### src/rtl/pmod_jstk_spi_if.sv
// SPI link between the joystick reader (master) and a PmodJSTK (slave).
interface pmod_jstk_spi_if;
  logic sclk;
  logic mosi;
  logic miso;
  logic ss_n;

  modport master (
    output sclk,
    output mosi,
    output ss_n,
    input  miso
  );

  modport slave (
    input  sclk,
    input  mosi,
    input  ss_n,
    output miso
  );
endinterface

### src/rtl/pmod_jstk_spi_reader.sv
// Periodic SPI mode-0 poller for a PmodJSTK: reads 5-byte frames, drives the LEDs and
// publishes X/Y/buttons plus the thresholded {button, Y-high, X-high} axis vector.
module pmod_jstk_spi_reader #(
  parameter int unsigned ClkDiv     = 100,
  parameter int unsigned SsSetup    = 1500,
  parameter int unsigned ByteGap    = 1000,
  parameter int unsigned PollPeriod = 1000000,
  parameter int unsigned XThresh    = 768,
  parameter int unsigned YThresh    = 768
) (
  input  logic                   clk,
  input  logic                   rst_n,
  input  logic                   enable_i,
  input  logic [1:0]             leds_i,
  pmod_jstk_spi_if.master        spi,
  output logic [9:0]             x_pos_o,
  output logic [9:0]             y_pos_o,
  output logic [2:0]             buttons_o,
  output logic [2:0]             jstk_axis_o,
  output logic                   sample_valid_o,
  output logic                   busy_o
);

  localparam int unsigned WaitMax = (SsSetup > ByteGap) ?
                                    ((SsSetup > ClkDiv) ? SsSetup : ClkDiv) :
                                    ((ByteGap > ClkDiv) ? ByteGap : ClkDiv);
  localparam int unsigned WaitW   = $clog2(WaitMax + 1);
  localparam int unsigned PollW   = $clog2(PollPeriod);

  localparam logic [WaitW-1:0] SetupLast = WaitW'(SsSetup - 1);
  localparam logic [WaitW-1:0] GapLast   = WaitW'(ByteGap - 1);
  localparam logic [WaitW-1:0] DivLast   = WaitW'(ClkDiv - 1);
  localparam logic [PollW-1:0] PollLast  = PollW'(PollPeriod - 1);
  localparam logic [9:0]       XThr      = 10'(XThresh);
  localparam logic [9:0]       YThr      = 10'(YThresh);

  typedef enum logic [2:0] {StIdle, StSetup, StShift, StGap, StDone} state_e;

  state_e           state_q;
  logic [PollW-1:0] poll_q;
  logic [WaitW-1:0] wait_q;
  logic [2:0]       bit_q;
  logic [2:0]       byte_q;
  logic             first_q;
  logic [1:0]       leds_q;
  logic [7:0]       tx_q;
  logic [7:0]       rx_q;
  logic [7:0]       x_lo_q;
  logic [1:0]       x_hi_q;
  logic [7:0]       y_lo_q;
  logic [1:0]       y_hi_q;
  logic             sclk_q;
  logic             ss_n_q;
  logic             busy_q;
  logic             sample_valid_q;
  logic [9:0]       x_pos_q;
  logic [9:0]       y_pos_q;
  logic [2:0]       buttons_q;
  logic [2:0]       jstk_axis_q;

  logic [9:0] x_full;
  logic [9:0] y_full;
  assign x_full = {x_hi_q, x_lo_q};
  assign y_full = {y_hi_q, y_lo_q};

  always_ff @(posedge clk or negedge rst_n) begin
    if (!rst_n) begin
      state_q        <= StIdle;
      poll_q         <= '0;
      wait_q         <= '0;
      bit_q          <= 3'd0;
      byte_q         <= 3'd0;
      first_q        <= 1'b1;
      leds_q         <= 2'b00;
      tx_q           <= 8'h00;
      rx_q           <= 8'h00;
      x_lo_q         <= 8'h00;
      x_hi_q         <= 2'b00;
      y_lo_q         <= 8'h00;
      y_hi_q         <= 2'b00;
      sclk_q         <= 1'b0;
      ss_n_q         <= 1'b1;
      busy_q         <= 1'b0;
      sample_valid_q <= 1'b0;
      x_pos_q        <= 10'd0;
      y_pos_q        <= 10'd0;
      buttons_q      <= 3'b000;
      jstk_axis_q    <= 3'b000;
    end else begin
      sample_valid_q <= 1'b0;

      // Poll counter spans the whole frame so starts are PollPeriod apart.
      if (!enable_i) begin
        poll_q <= '0;
      end else if (poll_q != PollLast) begin
        poll_q <= poll_q + PollW'(1);
      end

      unique case (state_q)
        StIdle: begin
          if (enable_i && (first_q || (poll_q == PollLast))) begin
            state_q <= StSetup;
            poll_q  <= '0;
            first_q <= 1'b0;
            ss_n_q  <= 1'b0;
            busy_q  <= 1'b1;
            leds_q  <= leds_i;
            wait_q  <= '0;
            byte_q  <= 3'd0;
          end
        end

        StSetup: begin
          if (wait_q == SetupLast) begin
            state_q <= StShift;
            wait_q  <= '0;
            bit_q   <= 3'd0;
            tx_q    <= {6'b100000, leds_q};
          end else begin
            wait_q <= wait_q + WaitW'(1);
          end
        end

        StShift: begin
          if (wait_q == DivLast) begin
            wait_q <= '0;
            if (!sclk_q) begin
              sclk_q <= 1'b1;
              rx_q   <= {rx_q[6:0], spi.miso};
            end else begin
              sclk_q <= 1'b0;
              if (bit_q != 3'd7) begin
                bit_q <= bit_q + 3'd1;
                tx_q  <= {tx_q[6:0], 1'b0};
              end else begin
                bit_q <= 3'd0;
                tx_q  <= 8'h00;
                unique case (byte_q)
                  3'd0:    x_lo_q <= rx_q;
                  3'd1:    x_hi_q <= rx_q[1:0];
                  3'd2:    y_lo_q <= rx_q;
                  3'd3:    y_hi_q <= rx_q[1:0];
                  default: ;
                endcase
                if (byte_q == 3'd4) begin
                  // Whole frame received: publish everything in one edge.
                  state_q        <= StDone;
                  ss_n_q         <= 1'b1;
                  busy_q         <= 1'b0;
                  sample_valid_q <= 1'b1;
                  x_pos_q        <= x_full;
                  y_pos_q        <= y_full;
                  buttons_q      <= rx_q[2:0];
                  jstk_axis_q    <= {rx_q[0], (y_full > YThr), (x_full > XThr)};
                end else begin
                  state_q <= StGap;
                  byte_q  <= byte_q + 3'd1;
                end
              end
            end
          end else begin
            wait_q <= wait_q + WaitW'(1);
          end
        end

        StGap: begin
          if (wait_q == GapLast) begin
            state_q <= StShift;
            wait_q  <= '0;
            tx_q    <= 8'h00;
          end else begin
            wait_q <= wait_q + WaitW'(1);
          end
        end

        StDone: begin
          state_q <= StIdle;
        end

        default: begin
          state_q <= StIdle;
        end
      endcase
    end
  end

  assign spi.sclk       = sclk_q;
  assign spi.mosi       = tx_q[7];
  assign spi.ss_n       = ss_n_q;
  assign x_pos_o        = x_pos_q;
  assign y_pos_o        = y_pos_q;
  assign buttons_o      = buttons_q;
  assign jstk_axis_o    = jstk_axis_q;
  assign sample_valid_o = sample_valid_q;
  assign busy_o         = busy_q;

endmodule

### src/flat_wrapper.sv
// flat-port wrapper written by rule: the top's interface ports become plain ports
module pmod_jstk_spi_reader_flat 
#(
  parameter int unsigned ClkDiv     = 100,
  parameter int unsigned SsSetup    = 1500,
  parameter int unsigned ByteGap    = 1000,
  parameter int unsigned PollPeriod = 1000000,
  parameter int unsigned XThresh    = 768,
  parameter int unsigned YThresh    = 768
)
  (clk, rst_n, enable_i, leds_i, x_pos_o, y_pos_o, buttons_o, jstk_axis_o, sample_valid_o, busy_o, spi_sclk, spi_mosi, spi_ss_n, spi_miso);
  pmod_jstk_spi_if spi_i ();
  input  logic clk;
  input  logic rst_n;
  input  logic enable_i;
  input  logic [1:0] leds_i;
  output logic [9:0] x_pos_o;
  output logic [9:0] y_pos_o;
  output logic [2:0] buttons_o;
  output logic [2:0] jstk_axis_o;
  output logic sample_valid_o;
  output logic busy_o;
  output wire logic [$bits(spi_i.sclk)-1:0] spi_sclk;
  output wire logic [$bits(spi_i.mosi)-1:0] spi_mosi;
  output wire logic [$bits(spi_i.ss_n)-1:0] spi_ss_n;
  input wire logic [$bits(spi_i.miso)-1:0] spi_miso;
  assign spi_sclk = spi_i.sclk;
  assign spi_mosi = spi_i.mosi;
  assign spi_ss_n = spi_i.ss_n;
  assign spi_i.miso = spi_miso;
  pmod_jstk_spi_reader #(.ClkDiv(ClkDiv), .SsSetup(SsSetup), .ByteGap(ByteGap), .PollPeriod(PollPeriod), .XThresh(XThresh), .YThresh(YThresh)) u_core (.clk(clk), .rst_n(rst_n), .enable_i(enable_i), .leds_i(leds_i), .spi(spi_i), .x_pos_o(x_pos_o), .y_pos_o(y_pos_o), .buttons_o(buttons_o), .jstk_axis_o(jstk_axis_o), .sample_valid_o(sample_valid_o), .busy_o(busy_o));
endmodule
### config.mk
export PLATFORM = sky130hd
export DESIGN_NAME = pmod_jstk_spi_reader_flat
export DESIGN_NICKNAME = d
export VERILOG_FILES = /design/src/rtl/pmod_jstk_spi_if.sv /design/src/rtl/pmod_jstk_spi_reader.sv /design/src/flat_wrapper.sv
export SDC_FILE = /design/constraint.sdc
export NUM_CORES = 1
export LEC_CHECK = 0
export CORE_AREA = 2 2 103 105
export DETAILED_ROUTE_END_ITERATION = 8
export DIE_AREA = 0 0 105 107
export GPL_TIMING_DRIVEN = 1
export PLACE_DENSITY = 0.75
export SLEW_MARGIN = 5
export SYNTH_ARGS = -nofsm -noshare
export SYNTH_HDL_FRONTEND = slang
export SYNTH_SLANG_ARGS = --single-unit
### constraint.sdc
create_clock -name clk -period 5.9 [get_ports clk]
set_clock_uncertainty 0.2 [all_clocks]
set_input_delay 1.18 -clock clk [delete_from_list [all_inputs] [get_ports clk]]
set_output_delay 1.18 -clock clk [all_outputs]
set_load 0.05 [all_outputs]
==> flow_summary.ini <==
[grt]
grt_start_max_net_pins = 67
grt_util_all_layers_pct = 17.8
grt_overflow = 0
grt_pass1_vias = 3286
grt_pass1_wl_um = 15900
gr-usage-met2_pct = 29.5
gr-usage-met1_pct = 23.2
busiest_layer = met2
grtUsageMet3_pct = 4.50
antenna_found_initial = 0

[placed_design]
dpl.hpwl_um = 6230
routabilityCongestion = 0.794
portBuffers = 36
pre_cts_ws_ns = 2.72
dp_cells = 582

[route]
drtAntennaViolNets = 0
avgRoutedWirePerCell_um = 14.9
vias = 3316
first_pass_iters = 4
routed_via_density = 5.55
drc_errors = 0
wl_um = 8940
drtIter0Drc = 92

[cts]
clock_sinks = 108
cts_hold_buffers = 0
clock_latency_ns = 0.38
cts-root-buf = clkbuf_8
post_cts_buffers = 0
cts_resized = 0
clk_pin_slew_ns = 0.11
h-tree-depth = 3
cts_buffers = 9
cts_buffer_depth = 2
cts_tree = built

[synth]
ys_ff_latch = 108
synth_edf_count = 0
synth_nets = 441
syn_avg_cell_area_um2 = 11.5
yosysWarnings = 0
synth_top_area_share_pct = 54.0
mappedNetlistArea_um2 = 4910
synth_area_leaders = dfrtp_1, mux2_2, nor2_1
synthArstFlopShare_pct = 100
synth_cells = 426
yosys.area.top_type = dfrtp_1
synth_cell_type_count = 52
yosysSeqAreaShare_pct = 55.0
ys_top_cells_by_count = dfrtp_1, mux2_2, nor2_1
ys.flop_type = dfrtp_1
synth.most_common_cell = dfrtp_1

[power_and_ir_drop]
p_total_mw = 1.22
ir_drop_mv = 0.119
p_per_area_nw_per_um2 = 218
power_leakage_nw = 2.55

[floorplanning]
core_area_um2 = 10100
io_pins = 37
initial_core_util_pct = 48.7
die-area_um2 = 11200
dieHeight_um = 107
rows = 37
chipWidth_um = 105

[cells_and_area]
final.fill_count = 899
regArea_um2 = 2710
syn2layout_area_growth_pct = 13.7
antenna_cells = 0
drive_above_1_share_pct = 19.3
nNetsFinal = 472
fin_cells = 598
multiInputGateArea_um2 = 2080

[status]
status = finished, final reports clean

[setup_path]
max_stage_delay_ns = 0.96
path_cells = ha_1, nor3b_1, nand4_1, nor3_4, mux2_2
crit_buf_inv = 0
cp.arrival_ns = 3.24
start_kind = register
crit_required_ns = 5.97
critical-path-top-delay-family = simple AND/OR/NAND/NOR gates
r2r_cells = 5
crit_type = reg -> reg
end_kind = register
crit_path_max_fanout = 27
critPathSlowestCell = nor3_4
cp.depth = 5

[sta]
final_hold_viol_count = 0
worst_pin_slew_ns = 1.16
post-route-period-util_pct = 53.8
period_needed_ns = 3.17
slew_violations = 0
setup_tns_ns = 0
maxSlewHeadroom_pct = 22.7
worst_slack_ns = 2.73
setup_violations = 0
rsz0062_at_grt = no
max_freq_mhz = 315

[worst_hold_path]
holdCritPathClass = reg -> reg
min_path_cells = 1

[flow_run]
cap_viol_max_count = 0
[flip-flops by register name (all words and copies together) (netlist names)]
| signal | flops |
|---|---|
| u_core.bit_q | 3 |
| u_core.busy_o | 1 |
| u_core.buttons_o | 3 |
| u_core.byte_q | 3 |
| u_core.first_q | 1 |
| u_core.jstk_axis_o | 2 |
| u_core.leds_q | 2 |
| u_core.poll_q | 20 |
| u_core.rx_q | 8 |
| u_core.sample_valid_o | 1 |
| u_core.spi.sclk | 1 |
| u_core.spi.ss_n | 1 |
| u_core.state_q | 3 |
| u_core.tx_q | 8 |
| u_core.wait_q | 11 |
| u_core.x_hi_q | 2 |
| u_core.x_lo_q | 8 |
| u_core.x_pos_o | 10 |
| u_core.y_hi_q | 2 |
| u_core.y_lo_q | 8 |
| u_core.y_pos_o | 10 |
[per-stage QoR]
| step | hold slack [ns] | instance area, µm² | utilization, % |
|---|---|---|---|
| 2_1_floorplan | 0.257 | 4910 | - |
| 3_3_place_gp | 0.268 | 5380 | 53.3 |
| 3_5_place_dp | 0.281 | 5380 | 53.3 |
| 4_1_cts | 0.306 | 5590 | 55.4 |
| 5_1_grt | 0.310 | 5590 | 55.4 |
| 6_report | 0.301 | 5590 | 55.4 |
[layer usage]
layer  up-vias  wire (µm)
met5         -          0
met4         0         90
met3         8        281
met2        52       4480
met1      1663       4080
li1       1593          -
[report_power, final]
group	total [mW]	switching (mW)	internal [mW]	leakage, nW
Combinational	0.0245	0.0188	0.00571	1.02
Sequential	0.743	0.00168	0.741	1.43
Clock	0.450	0.281	0.169	0.102
Total	1.22	0.301	0.916	2.55
[cell usage in the layout, fill, tap and decap left out, types with 2 or more instances in the layout]
master / synthesis / final
dfrtp_1: 106 / 106
mux2_2: 53 / 53
nor2_1: 35 / 35
clkdlybuf4s50_1: 0 / 35
nand2_1: 26 / 26
nand4_1: 17 / 17
o21ai_0: 15 / 15
inv_1: 13 / 13
a31oi_1: 12 / 12
nand3_1: 12 / 12
a21oi_1: 10 / 10
xnor2_1: 10 / 10
nor3_1: 10 / 10
ha_1: 9 / 9
clkbuf_8: 0 / 9
and2_1: 8 / 8
nor4_1: 7 / 7
xor2_1: 7 / 7
a21bo_2: 6 / 6
nand2b_1: 5 / 5
nor3b_1: 4 / 4
and3_1: 4 / 4
buf_4: 2 / 4
mux2i_1: 3 / 3
nor2b_1: 3 / 3
inv_6: 0 / 3
mux2_4: 2 / 2
and4_1: 2 / 2
o211ai_1: 2 / 2
a41oi_1: 2 / 2
clkinv_8: 0 / 2
dfstp_2: 2 / 2
[final timing paths]
check	start	end	slack [ns]
max in group asynchronous	rst_n	u_core.rx_q[0]	3.75
min reg2reg	u_core.tx_q[4]	u_core.tx_q[4]	0.30
min in group asynchronous	rst_n	u_core.y_pos_o[1]	0.67
max reg2reg	u_core.wait_q[0]	u_core.x_pos_o[6]	2.73
max	u_core.wait_q[0]	u_core.x_pos_o[6]	2.73
min	u_core.tx_q[4]	u_core.tx_q[4]	0.30
[final cells by class]
cell class | instances | area share [%]
Multi-Input combinational cell | 286 | 37.2
Inverter | 13 | 0.873
Clock buffer | 9 | 2.22
Tap cell | 136 | 3.05
Clock inverter | 7 | 1.41
Sequential cell | 108 | 48.4
Timing Repair Buffer | 39 | 6.81
[cells by family (layout without fill, tap and decap cells)]
kind of cell	after synthesis	in the layout	synth area share, %
buffers and inverters	32	68	2.77
AOI/OAI and AO/OA	58	58	7.92
DFF	108	108	55.0
muxes	58	58	13.4
xor gates and xnor gates	17	17	3.03
and+or+nand+nor	144	144	15.6
adders and majority gates	9	9	2.29
Power figures use the tool's default switching activity.
